[src/rtl/keypad_emulator.sv]
// keypad_emulator: responder end of a 4x4 matrix-keypad column scan.
// A requested key is held closed for HOLD_SCANS falling edges of its column,
// released for RELEASE_SCANS more edges, then completion is pulsed on done.
// A missing column edge for TIMEOUT_CYC clocks aborts the press and sets error.
module keypad_emulator #(
  parameter int unsigned HOLD_SCANS    = 4,
  parameter int unsigned RELEASE_SCANS = 2,
  parameter int unsigned TIMEOUT_CYC   = 1024
) (
  input  logic       clk,
  input  logic       reset,
  input  logic [3:0] key,
  input  logic       press,
  input  logic [3:0] col,
  output logic [3:0] fila,
  output logic       busy,
  output logic       done,
  output logic       error
);

  // Timeout counter is wide enough to hold TIMEOUT_CYC itself.
  localparam int unsigned TW = $clog2(TIMEOUT_CYC + 1);

  localparam logic [3:0]    HOLD_LAST = 4'(HOLD_SCANS);
  localparam logic [3:0]    REL_LAST  = 4'(RELEASE_SCANS);
  localparam logic [TW-1:0] TO_LIMIT  = TW'(TIMEOUT_CYC);
  localparam logic [TW-1:0] TO_ONE    = TW'(1);

  typedef enum logic [2:0] {
    StIdle,
    StHold,
    StDrain,
    StRel,
    StDone
  } state_e;

  state_e        r_state;
  logic [3:0]    r_key;
  logic          r_closed;
  logic [3:0]    r_col_q;
  logic [3:0]    r_scan_cnt;
  logic [TW-1:0] r_to_cnt;
  logic          r_busy;
  logic          r_done;
  logic          r_error;

  logic          w_col_bit;
  logic          w_fe;
  logic [3:0]    w_scan_inc;
  logic [TW-1:0] w_to_inc;
  logic          w_timeout;
  logic [3:0]    w_fila;

  // Column of the latched key and its falling edge against last cycle's sample.
  assign w_col_bit  = col[r_key[1:0]];
  assign w_fe       = r_col_q[r_key[1:0]] & ~w_col_bit;
  assign w_scan_inc = r_scan_cnt + 4'd1;
  assign w_to_inc   = r_to_cnt + TO_ONE;
  // Abort on the edge where the counter would reach the limit.
  assign w_timeout  = (w_to_inc == TO_LIMIT);

  // Row drive behaves like a real switch: combinational from the live column.
  always_comb begin
    w_fila = 4'b1111;
    if (r_closed && !w_col_bit) begin
      w_fila[r_key[3:2]] = 1'b0;
    end
  end

  assign fila  = w_fila;
  assign busy  = r_busy;
  assign done  = r_done;
  assign error = r_error;

  // Press sequencer: hold, drain to the end of the sample window, release, report.
  always_ff @(posedge clk or negedge reset) begin
    if (!reset) begin
      r_state    <= StIdle;
      r_key      <= 4'd0;
      r_closed   <= 1'b0;
      r_col_q    <= 4'b1111;
      r_scan_cnt <= 4'd0;
      r_to_cnt   <= '0;
      r_busy     <= 1'b0;
      r_done     <= 1'b0;
      r_error    <= 1'b0;
    end else begin
      r_col_q <= col;
      r_done  <= 1'b0;
      unique case (r_state)
        StIdle: begin
          if (press) begin
            r_key      <= key;
            r_scan_cnt <= 4'd0;
            r_to_cnt   <= '0;
            r_error    <= 1'b0;
            r_closed   <= 1'b1;
            r_busy     <= 1'b1;
            r_state    <= StHold;
          end
        end

        StHold: begin
          // An edge in the same cycle as the timeout wins.
          if (w_fe) begin
            r_scan_cnt <= w_scan_inc;
            r_to_cnt   <= '0;
            if (w_scan_inc == HOLD_LAST) begin
              r_state <= StDrain;
            end
          end else if (w_timeout) begin
            r_to_cnt <= w_to_inc;
            r_closed <= 1'b0;
            r_error  <= 1'b1;
            r_done   <= 1'b1;
            r_busy   <= 1'b0;
            r_state  <= StDone;
          end else begin
            r_to_cnt <= w_to_inc;
          end
        end

        StDrain: begin
          // Open the switch only once the column leaves its low window.
          if (w_col_bit) begin
            r_closed   <= 1'b0;
            r_scan_cnt <= 4'd0;
            r_to_cnt   <= '0;
            r_state    <= StRel;
          end else if (w_timeout) begin
            r_to_cnt <= w_to_inc;
            r_closed <= 1'b0;
            r_error  <= 1'b1;
            r_done   <= 1'b1;
            r_busy   <= 1'b0;
            r_state  <= StDone;
          end else begin
            r_to_cnt <= w_to_inc;
          end
        end

        StRel: begin
          if (w_fe) begin
            r_scan_cnt <= w_scan_inc;
            r_to_cnt   <= '0;
            if (w_scan_inc == REL_LAST) begin
              r_done  <= 1'b1;
              r_busy  <= 1'b0;
              r_state <= StDone;
            end
          end else if (w_timeout) begin
            r_to_cnt <= w_to_inc;
            r_closed <= 1'b0;
            r_error  <= 1'b1;
            r_done   <= 1'b1;
            r_busy   <= 1'b0;
            r_state  <= StDone;
          end else begin
            r_to_cnt <= w_to_inc;
          end
        end

        StDone: begin
          r_state <= StIdle;
        end

        default: begin
          r_closed <= 1'b0;
          r_busy   <= 1'b0;
          r_state  <= StIdle;
        end
      endcase
    end
  end

endmodule

[config.mk]
export PLATFORM = sky130hd
export DESIGN_NAME = keypad_emulator
export DESIGN_NICKNAME = d
export VERILOG_FILES = /design/src/rtl/keypad_emulator.sv
export SDC_FILE = /design/constraint.sdc
export NUM_CORES = 1
export LEC_CHECK = 0
export CELL_PAD_IN_SITES_DETAIL_PLACEMENT = 1
export CELL_PAD_IN_SITES_GLOBAL_PLACEMENT = 1
export CORE_MARGIN = 1
export CORE_UTILIZATION = 39
export DETAILED_ROUTE_END_ITERATION = 10
export MAX_ROUTING_LAYER = met4
export PLACE_DENSITY_LB_ADDON = 0.1
export SLEW_MARGIN = 40
export SYNTH_ARGS = -nofsm -noshare
export SYNTH_HDL_FRONTEND = slang
export SYNTH_SLANG_ARGS = --single-unit
export TNS_END_PERCENT = 5
[constraint.sdc]
create_clock -name clk -period 1.95 [get_ports clk]
set_clock_uncertainty 0.1 [all_clocks]
set_input_delay 0.195 -clock clk [delete_from_list [all_inputs] [get_ports clk]]
set_output_delay 0.195 -clock clk [all_outputs]
set_load 0.1 [all_outputs]
==> results.txt <==
Clock sink count: 30
Placed Instance Area: 0.00221 mm²
Vias in the first global route: 1768
Status: complete, but fails checks
NumNets Final: 246
Worst Setup Path Type: flip-flop to primary output
Final std cell area, no fill: 0.00234 mm²
R2R depth: 7
Pins Over Slew Limit: 0
ANT nets after route: 0
Final Hold Violating Endpoints: 0
Worst R2R Start: r_key[0]$_DFFE_PN0P_
Post-Layout Cell Count: 285
DR WL/cell: 17.0 µm
Yosys warns: 0
Vias per inst: 5.74
Flop-to-flop setup slack: -200 ps
Hold Slack: 207 ps
Htree depth: 2
Port bufs: 17
CTS tree: yes
Sequential cell area: 756 µm²
Measured slew at the worst slew-check pin: 397 ps
Clock buffer depth: 2
Leak: 1.05 nW
Worst skew pair latency: 280 ps
Layout cells sized above 1: 28.8%
DR vias: 1636
Failing checks: setup timing
Die width: 69.1 µm
Congestion Overflow GR: 0
Multi-input gate area: 956 µm²
Critical path arrival: 1920 ps
GRT Total Usage: 22.8%
Max-cap violation count: 0
Total Wirelength: 4850 µm
DIE AREA: 0.00477 mm²
Placement Rows: 24
Synth Area per Inst: 9.54 µm²
Syn-to-layout area delta: 33.6%
Pwr per Cell Area: 1530 mW/mm²
Seq/Total Area, Yosys: 43.1%
Startpoint types: flip-flop
CTS Hold Bufs: 0
Dpl hpwl: 3720 µm
Core area: 0.00435 mm²
Mapped Nets: 198
Top_reg_cell synth: dfrtp_1
Final Util: 53.9%
Worst slew margin: 73.5%
DRC Markers: 0
Die H: 69.1 µm
Synth Register Bits: 30
Achievable Freq: 452 MHz
CTS Buf Count: 5
Num ports: 18
Crit Path Max Fanout: 3
CP required: 1650 ps
RSZ-0062 raised after global routing: true
Overall power: 3.58 mW
DR pass1 iterations: 4
Worst Hold Class: primary input to asynchronous set/reset pin
Cell variety after synth: 48
Dpl cells: 276
Largest net degree at the start of global routing: 31
Worst IR Drop VDD: 665 µV
Initial antenna violation count: 0
Root buffer cell: clkbuf_8
Tcrit/Tclk final: 114%
N_diodes: 0
GPL Wtd Cong: 0.842
Syn Inst Count: 184
Crit end category: primary output
Ys async rst share: 100%
Final Setup Violations: 26
Initial DRC Count: 70
Worst-path clk slew: 70 ps
Period minus WS final: 2210 ps
Global-route wire length before repair: 8420 µm
Final WS setup: -263 ps
Initial Util: 40.3%
Syn Std Cell Area: 0.00176 mm²
Post-synth EDFFs: 0
Fillcell total: 486
Reg-to-reg endpoint: r_scan_cnt[2]$_DFFE_PN0P_
how the worst max path moves through the flow:
| stage | depth (start not counted) | slack, ps | to | start |
|---|---|---|---|---|
| 2_1_floorplan | 3 | -160 | fila[3] | r_key[0]$_DFFE_PN0P_ |
| 3_3_place_gp | 7 | -420 | r_scan_cnt[3]$_DFFE_PN0P_ | col[3] |
| 3_5_place_dp | 7 | -450 | r_scan_cnt[3]$_DFFE_PN0P_ | col[3] |
| 4_1_cts | 4 | -260 | fila[0] | r_key[0]$_DFFE_PN0P_ |
| 5_1_grt | 4 | -310 | fila[0] | r_key[0]$_DFFE_PN0P_ |
| 6_report | 4 | -260 | fila[0] | r_key[0]$_DFFE_PN0P_ |
state kept, by name, indices dropped and copies added, names as in the netlist:
register and flops:
r_state 3, r_key 4, r_scan_cnt 4, r_closed 1, error 1, busy 1, r_col_q 4, done 1
r_to_cnt 11
through the flow:
step,TNS [ps],setup slack (ps)
after floorplan,-435,-163
after global placement,-6470,-418
after detailed placement,-8180,-450
after CTS,-4090,-263
after global routing,-6210,-313
final,-3970,-263
cell families after synthesis:
kind of cell,Yosys count,share of synthesized area (%)
muxes,7,5.92
DFF,30,43.1
AOI/OAI and AO/OA,52,21.1
and+or+nand+nor,75,22.7
xor gates and xnor gates,2,0.998
buffers and inverters,15,4.13
adders and majority gates,3,2.14
routing by layer:
layer	vias to the layer above	GRT usage (%)	share of wire, %
met5	-	-	0
met4	0	8.39	1.8
met3	9	3.36	1.9
met2	18	38.4	52
met1	822	27.6	44
li1	787	-	-
synthesized netlist by cell type (2+ instances only):
cell | number | area [µm²]
nand4_1 | 3 | 18.8
o21ai_0 | 14 | 70.1
o22ai_1 | 2 | 12.5
dfstp_2 | 4 | 105
and3_1 | 2 | 12.5
a21oi_1 | 4 | 20.0
a31oi_1 | 3 | 18.8
ha_1 | 3 | 37.5
a32oi_1 | 2 | 17.5
clkbuf_1 | 5 | 18.8
nor2_1 | 14 | 52.6
and2_1 | 3 | 18.8
a22o_1 | 6 | 52.6
o21ai_2 | 2 | 17.5
nand3b_1 | 2 | 15.0
nand3_1 | 11 | 55.1
dfrtp_1 | 26 | 651
nand2b_1 | 5 | 31.3
o211a_1 | 2 | 20.0
o21a_1 | 2 | 15.0
xnor2_1 | 2 | 17.5
nand2_1 | 16 | 60.1
nor3_1 | 9 | 45.0
or3_1 | 2 | 12.5
inv_1 | 7 | 26.3
buf_6 | 2 | 22.5
o41ai_1 | 6 | 52.6
mux2_2 | 4 | 45.0
nor4_1 | 2 | 12.5
critical path, cell delays in order (launching register included):
cell,delay [ps]
dfrtp_1,400
mux4_2,560
nand2b_4,170
or3_4,340
buf_12,170
timing repair:
item,4_1_cts,5_1_grt
gates cloned,0,0
pin swaps,2,0
setup buffers,1,0
gates resized for setup,9,3
endpoints found under the setup margin,26,26
endpoints found under the hold margin,0,0
power breakdown:
| group | internal [mW] | switching (mW) | leakage [nW] |
|---|---|---|---|
| Sequential | 0.805 | 0.207 | 0.377 |
| Combinational | 0.917 | 1.13 | 0.624 |
| Clock | 0.284 | 0.236 | 0.0482 |
| Total | 2.01 | 1.57 | 1.05 |
final cells by class:
type                            instances  share of cell area [%]
Clock inverter                          1                   0.213
Multi-Input combinational cell        139                    40.8
Clock buffer                            7                    3.68
Tap cell                               52                    2.77
Inverter                                7                    1.12
Sequential cell                        30                    32.2
Timing Repair Buffer                   49                    19.2
layout by cell type (no fill, tap or decap), types with 2 or more instances in the layout:
cell / count
buf_6: 2
o21ai_1: 6
buf_12: 4
nor2_1: 13
clkbuf_8: 6
clkdlybuf4s50_1: 10
dfrtp_1: 26
nor3_1: 9
mux2_2: 4
a31oi_1: 2
o22ai_1: 2
nand4_1: 3
a32oi_1: 2
o21ai_2: 2
ha_1: 3
a21oi_1: 4
nand3b_1: 2
o21ai_0: 9
nand2b_1: 4
nand2_1: 16
xnor2_1: 2
nor4_1: 2
dfstp_2: 4
o211a_1: 2
inv_1: 7
and3_1: 2
nand3_1: 11
o41ai_1: 6
buf_4: 33
and2_1: 3
a22o_1: 6
Power figures use the tool's default switching activity.
